### config.mk
export PLATFORM = sky130hd
export DESIGN_NAME = serial_word_deser
export DESIGN_NICKNAME = d
export VERILOG_FILES = /design/src/rtl/serial_word_deser.sv
export SDC_FILE = /design/constraint.sdc
export NUM_CORES = 1
export LEC_CHECK = 0
export BUFFER_PORTS_ARGS = -buffer_cell sky130_fd_sc_hd__buf_4
export CAP_MARGIN = 5
export CORE_AREA = 2 2 142 103
export CTS_BUF_LIST = sky130_fd_sc_hd__clkbuf_8 sky130_fd_sc_hd__clkbuf_16
export DETAILED_ROUTE_END_ITERATION = 10
export DIE_AREA = 0 0 144 105
export MAX_ROUTING_LAYER = met4
export PLACE_DENSITY_LB_ADDON = 0.1
export RECOVER_POWER = 50
export SYNTH_ARGS = -nofsm -noshare
export SYNTH_HDL_FRONTEND = slang
export SYNTH_SLANG_ARGS = --single-unit
export TNS_END_PERCENT = 50
### constraint.sdc
create_clock -name i_clk -period 2.55 [get_ports i_clk]
set_input_delay 0.255 -clock i_clk [delete_from_list [all_inputs] [get_ports i_clk]]
set_output_delay 0.255 -clock i_clk [all_outputs]
set_load 0.01 [all_outputs]
### src/rtl/serial_word_deser.sv
// Serial-to-parallel word receiver: packs LANES-bit beats into WORD_W-bit words
// and queues them in a small valid/ready output FIFO with sticky error flags.
module serial_word_deser #(
  parameter int WORD_W     = 24,
  parameter int LANES      = 1,
  parameter bit MSB_FIRST  = 1'b0,
  parameter int FIFO_DEPTH = 2
) (
  input  logic                              i_clk,
  input  logic                              i_rst_n,
  input  logic                              i_en,
  input  logic [LANES-1:0]                  i_din,
  input  logic                              i_din_valid,
  input  logic                              i_sof,
  output logic [WORD_W-1:0]                 o_dout,
  output logic                              o_dout_valid,
  input  logic                              i_dout_ready,
  output logic [$clog2(FIFO_DEPTH+1)-1:0]   o_level,
  output logic                              o_overrun,
  output logic                              o_sync_err,
  input  logic                              i_clr_err
);

  localparam int BEATS = WORD_W / LANES;
  localparam int CNT_W = (BEATS > 1) ? $clog2(BEATS) : 1;
  localparam int PTR_W = (FIFO_DEPTH > 1) ? $clog2(FIFO_DEPTH) : 1;
  localparam int LVL_W = $clog2(FIFO_DEPTH + 1);

  logic [CNT_W-1:0]  r_cnt;
  logic [CNT_W-1:0]  w_idx;
  logic [WORD_W-1:0] r_shift;
  logic [WORD_W-1:0] w_word;
  logic [WORD_W-1:0] w_din_ext;
  logic [WORD_W-1:0] w_lane_mask;
  logic [31:0]       w_lo;
  logic              w_beat;
  logic              w_last;
  logic              w_push;
  logic              w_pop;
  logic              w_full;
  logic              w_push_ok;
  logic              w_ovr_set;
  logic              w_sync_set;
  logic [PTR_W-1:0]  r_wr_ptr;
  logic [PTR_W-1:0]  r_rd_ptr;
  logic [LVL_W-1:0]  r_level;
  logic [WORD_W-1:0] r_mem [FIFO_DEPTH];
  logic              r_overrun;
  logic              r_sync_err;

  function automatic logic [PTR_W-1:0] ptr_inc(input logic [PTR_W-1:0] p);
    return (p == PTR_W'(FIFO_DEPTH - 1)) ? '0 : p + 1'b1;
  endfunction

  // A qualified sof forces this beat into slot 0 and discards any partial word.
  assign w_beat = i_en & i_din_valid;
  assign w_idx  = i_sof ? '0 : r_cnt;
  assign w_last = (w_idx == CNT_W'(BEATS - 1));

  always_comb begin
    w_lo = MSB_FIRST ? (32'(WORD_W - LANES) - 32'(w_idx) * 32'(LANES))
                     : (32'(w_idx) * 32'(LANES));
    w_din_ext   = WORD_W'(i_din);
    w_lane_mask = WORD_W'({LANES{1'b1}});
    w_word      = ((i_sof ? '0 : r_shift) & ~(w_lane_mask << w_lo)) | (w_din_ext << w_lo);
  end

  assign o_dout_valid = (r_level != '0);
  assign w_pop        = o_dout_valid & i_dout_ready;
  assign w_full       = (r_level == LVL_W'(FIFO_DEPTH));
  assign w_push       = w_beat & w_last;
  // A pop on the same edge frees the slot, so a full FIFO can still take the word.
  assign w_push_ok    = w_push & (~w_full | w_pop);
  assign w_ovr_set    = w_push & w_full & ~w_pop;
  assign w_sync_set   = w_beat & i_sof & (r_cnt != '0);

  always_ff @(posedge i_clk or negedge i_rst_n) begin
    if (!i_rst_n) begin
      r_cnt   <= '0;
      r_shift <= '0;
    end else if (w_beat) begin
      if (w_last) begin
        r_cnt   <= '0;
        r_shift <= '0;
      end else begin
        r_cnt   <= w_idx + 1'b1;
        r_shift <= w_word;
      end
    end
  end

  always_ff @(posedge i_clk) begin
    if (w_push_ok) begin
      r_mem[r_wr_ptr] <= w_word;
    end
  end

  always_ff @(posedge i_clk or negedge i_rst_n) begin
    if (!i_rst_n) begin
      r_wr_ptr   <= '0;
      r_rd_ptr   <= '0;
      r_level    <= '0;
      r_overrun  <= 1'b0;
      r_sync_err <= 1'b0;
    end else begin
      if (w_push_ok) begin
        r_wr_ptr <= ptr_inc(r_wr_ptr);
      end
      if (w_pop) begin
        r_rd_ptr <= ptr_inc(r_rd_ptr);
      end
      case ({w_push_ok, w_pop})
        2'b10:   r_level <= r_level + 1'b1;
        2'b01:   r_level <= r_level - 1'b1;
        default: r_level <= r_level;
      endcase
      r_overrun  <= w_ovr_set  | (r_overrun  & ~i_clr_err);
      r_sync_err <= w_sync_set | (r_sync_err & ~i_clr_err);
    end
  end

  // Head word is masked while empty so stale RAM contents never reach the port.
  assign o_dout     = o_dout_valid ? r_mem[r_rd_ptr] : '0;
  assign o_level    = r_level;
  assign o_overrun  = r_overrun;
  assign o_sync_err = r_sync_err;

endmodule
======== Word level (Yosys, flattened, before mapping) ========
Memory sizes are Yosys's and may differ from the RTL's.
Cells that the tools add are included.
word-level totals
  bits in registers ....................... 35
  RAM bits ................................ 48
  input bits .............................. 8
  memories ................................ 1
operators by class
  add/subtract/negate cells ............... 5
  equal/unequal tests ..................... 4
  shift-type cells ........................ 2
  muxes and demuxes ....................... 10
  bitwise operators ....................... 19
  reduce and logical (&&, ||, !) cells .... 3
memory list
  memory  depth  width  read ports  clocked after Yosys merged registers in  write ports  RTL line  source
  r_mem   2      24     1           0                                        1            47        logic [WORD_W-1:0] r_mem [FIFO_DEPTH];
operator list
  cell                                                                   number
  24-bit 2-to-1 mux                                                      3
  24-bit AND                                                             1
  24-bit inverter                                                        1
  24-bit OR                                                              1
  1-bit by 5-bit << shifter with 24-bit output                           1
  1-bit by 5-bit << shifter with 24-bit output, first input constant     1
  1-bit AND                                                              10
  5-bit 2-to-1 mux                                                       2
  5-bit by 1-bit adder with 5-bit output, second input constant          1
  5-bit equality test, second input constant                             1
  5-bit nonzero test                                                     1
  2-bit equality test, second input constant                             2
  1-bit 2-to-1 mux                                                       4
  2-bit one-hot mux with 2 select lines                                  1
  2-bit nonzero test                                                     2
  1-bit inverter                                                         3
  1-bit OR                                                               3
  1-bit adder, second input constant                                     2
  2-bit by 1-bit adder with 2-bit output, second input constant          1
  2-bit by 1-bit equality test with 1-bit output, second input constant  1
  2-bit by 1-bit subtractor with 2-bit output, second input constant     1

======== Depth between registers and ports, before layout ========
  word-level depth ........................ 6
  mapped depth ............................ 9
  mapped depth without buffers ............ 7

======== Worst setup path before layout ========
Ideal clock, no wire load.
  kind .................................... register -> register
  start point ............................. register r_cnt[4]
  end point ............................... memory r_mem[0][0], enable pin
  setup time .............................. 0.405 ns
  arrival ................................. 2.108 ns
  data required time ...................... 2.145 ns
  slack ................................... 0.037 ns
  stages on the path, launching flop included .. 6
  clock period less this slack ............ 2.513 ns
  path through ............................ dfrtp_1 > buf_2 > nand4b_2 > nor3_4 > nand2_1 > nor2_1
between the ends
  cells in the longest elaborated chain, start to end .. 6
ends and longest elaborated chain
  element                                 RTL line  source
  start: declaration                      29        logic [CNT_W-1:0] r_cnt;
  start signal: assignment                86        r_cnt <= w_idx + 1'b1;
  5-bit 2-to-1 mux                        57        assign w_idx = i_sof ? '0 : r_cnt;
  5-bit equality test                     58        assign w_last = (w_idx == CNT_W'(BEATS - 1));
  1-bit AND                               71        assign w_push = w_beat & w_last;
  1-bit AND                               73        assign w_push_ok = w_push & (~w_full | w_pop);
  1-bit 2-to-1 mux                        93        if (w_push_ok) begin
  1-bit 2-to-1 mux (implied by the code)  94        r_mem[r_wr_ptr] <= w_word;
  end: declaration                        47
No other way between the ends.

======== Worst setup path after layout ========
  start point ............................. register r_rd_ptr
  end point ............................... output o_dout[9]
between the ends
  cells in the longest elaborated chain, start to end .. 2
ends and longest elaborated chain
  element                   RTL line  source
  start: declaration        45        logic [PTR_W-1:0] r_rd_ptr;
  start signal: assignment  110       r_rd_ptr <= ptr_inc(r_rd_ptr);
  memory read 2 x 24 bit    n/a
  24-bit 2-to-1 mux         123       assign o_dout = o_dout_valid ? r_mem[r_rd_ptr] : '0;
  end: declaration          15        output logic [WORD_W-1:0] o_dout,
No other way between the ends.

==> impl_metrics.toml <==
[sta]
setup_violations = 0
fmax_mhz = 455
timing.final.crit_period_ns = 2.20
finalHoldViolations = 0
slew_headroom = 0.323
grt_setup_unrepaired = "false"
drv_slew = 0
fin_crit_sh = 0.862
worstMarginPinSlew_ns = 1.02
clock-skew-final_ns = 0.00907
final.setup.tns_ns = 0

[final_layout]
layout_commonest_cell = "nor2_1"
fin_nets = 418
layout_common_cells = "51 x nor2_1, 48 x edfxtp_1, 43 x buf_4"
layout-area-overhead-vs-synth_pct = 18.5
drive_gt1_frac = 0.177
diodes = 0
fillers = 1376
fin_area_um2 = 4790

[critical_path]
end_kind = "output port"
crit_arrival_ns = 1.94
r2r-end = "r_mem[0][23]$_DFFE_PP_"
critical_path_class = "flip-flop to output port"
critical_path.max_fanout = 12
crit_required_ns = 2.30
cp-start-kind = "flip-flop"
reg2reg_setup_slack_ns = 0.39
reg2reg_depth = 5
r2r-start = "r_cnt[3]$_DFFE_PN0N_"

[global_route]
globalRoute.totalOverflow = 0
grt_pass1_wl_mm = 16.6
grt_max_degree = 36
antenna_found_initial = 0
grt_pass1_vias = 2783
globalRouteTotalUtil = 0.154

[drt]
routedWlPerCell_um = 17.6
drc = 0
drt_iter0_drc = 182
antenna_left = 0
vias = 2912
finalWirelength_mm = 10.6
avgViaCountPerCell = 4.83
first_pass_iters = 6

[clocking]
clkLatencyLatePin_ns = 0.34
clk_pin_slew_ns = 0.07
cts_tree = "done"
clockBufferDepth = 2
post_cts_buffers = 0
numClockSinks = 83
h-tree-depth = 3
root_buffer = "clkbuf_16"
cts_buffers = 9

[die]
fp.dieW_um = 144
rows = 36
core_area_um2 = 13600
die_y_um = 105
ios = 37
die-area_um2 = 15100
start_util = 0.296

[synthesis]
synth-edff-count = 48
ys_seq_elements = 83
yosysUniqueCellTypes = 49
syn_area_um2 = 4050
ys_warn_count = 0
syn-num-nets = 381
yosysSeqAreaShare = 0.573
syn_avg_cell_area_um2 = 10.9
ys.flop_type = "edfxtp_1"
syn_inst = 371
async_flop_share = 0.422

[placement]
gp_congestion = 0.801
dp_hpwl_mm = 7.02
placed_cell_area_um2 = 4570
io_buffers = 36

[power_and_ir_drop]
ir_drop_v = 0.000376
power-per-cell-area_nw_per_um2 = 666
p_leak_nw = 1.88

[hold_path]
min_to = "o_sync_err$_DFF_PN0_"
hp-class = "input port to flip-flop"
holdCritStartpoint = "i_clr_err"
whs_path_depth = 2

[status]
status = "finished, final reports clean"

[run]
maxCapViolations = 0
[how the worst max path moves through the flow]
| stage | start | to | slack [ns] | cells past startpoint |
|---|---|---|---|---|
| 6_report | r_rd_ptr$_DFFE_PN0P_ | o_dout[9] | 0.35 | 4 |
| 5_1_grt | r_cnt[3]$_DFFE_PN0N_ | r_mem[0][0]$_DFFE_PP_ | 0.14 | 5 |
| 4_1_cts | r_rd_ptr$_DFFE_PN0P_ | o_dout[9] | 0.30 | 4 |
| 3_5_place_dp | r_cnt[2]$_DFFE_PN0N_ | r_cnt[3]$_DFFE_PN0N_ | 0.60 | 5 |
| 3_3_place_gp | r_cnt[2]$_DFFE_PN0N_ | r_cnt[3]$_DFFE_PN0N_ | 0.60 | 5 |
| 2_1_floorplan | r_cnt[4]$_DFFE_PN0N_ | r_mem[0][0]$_DFFE_PP_ | 0.04 | 5 |
[power by group]
part | internal, mW | switching, mW | leakage (nW) | total (mW)
clock network | 0.668 | 0.567 | 0.136 | 1.24
logic | 0.168 | 0.268 | 0.845 | 0.436
registers | 1.47 | 0.0515 | 0.899 | 1.52
total | 2.31 | 0.886 | 1.88 | 3.19
[state kept, by name, summed over array words and instances, names as in the netlist]
signal      flops
r_mem          48
r_shift        24
r_cnt           5
o_level         2
o_overrun       1
o_sync_err      1
r_rd_ptr        1
r_wr_ptr        1
[cells in the mapped netlist (all sizes together) (2+ instances only)]
library cell | n | area (µm²)
clkbuf | 14 | 52.6
a31o | 9 | 78.8
nor2b | 8 | 55.1
nand4b | 2 | 23.8
mux2i | 27 | 270
and2 | 3 | 18.8
nand3 | 9 | 45.0
o21ai | 17 | 85.1
nor4b | 3 | 56.3
o21a | 7 | 52.6
nor3 | 2 | 21.3
a22o | 7 | 61.3
o211ai | 6 | 45.0
o22ai | 4 | 25.0
and3 | 10 | 62.6
a21oi | 14 | 70.1
a31oi | 6 | 37.5
edfxtp | 48 | 1440
nand4 | 5 | 31.3
buf | 14 | 78.8
nand2 | 35 | 131
o31ai | 2 | 15.0
nand2b | 3 | 18.8
inv | 10 | 37.5
ha | 2 | 25.0
nor2 | 53 | 199
nor4 | 2 | 12.5
dfrtp | 35 | 876
xnor2 | 3 | 26.3
[routing by layer]
metal | up-vias | GRT usage | wire, µm
met5 | - | - | 0
met2 | 64 | 0.202 | 4310
met4 | 0 | 0.0469 | 127
li1 | 1416 | - | -
met1 | 1421 | 0.231 | 5790
met3 | 11 | 0.0357 | 389
[worst max-delay path, cell delays in order (launching register included)]
cell,delay [ns]
dfrtp_1,0.76
buf_4,0.37
mux2i_1,0.23
nor2_1,0.06
buf_4,0.17
[logic make-up after synthesis]
group                      share of synthesized area
buffers and inverters                         0.0418
muxes                                         0.0668
AOI/OAI and AO/OA                              0.129
DFF                                            0.573
and+or+nand+nor                                0.177
adders and majority gates                    0.00619
xor gates and xnor gates                     0.00650
[layout make-up]
class                   count  area, µm²  share of cell area
flip-flops and latches     83       2320               0.484
multi-input cells         250       1530               0.320
repair buffers             54        389              0.0812
inverters                  10       37.5             0.00783
clock buffers               9        225              0.0470
well taps                 190        238              0.0496
clock inverters             7       52.6              0.0110
[timing repair]
| action | CTS | global route |
|---|---|---|
| gates resized for setup | 0 | 0 |
| hold buffers | 1 | 0 |
| hold endpoints to repair | 35 | 0 |
[per-stage QoR]
step | total power [mW] | util | hold WS, ns | setup WS, ns | std cells
after floorplan | 1.85 | - | -0.0406 | 0.0374 | 371
after global placement | 2.00 | 0.335 | 0.271 | 0.596 | 586
after detailed placement | 2.00 | 0.335 | 0.271 | 0.595 | 586
after CTS | 3.25 | 0.356 | 0.0996 | 0.300 | 603
after global routing | 3.34 | 0.351 | 0.101 | 0.141 | 603
final | 3.19 | 0.351 | 0.113 | 0.353 | 603
Power figures use the tool's default switching activity.
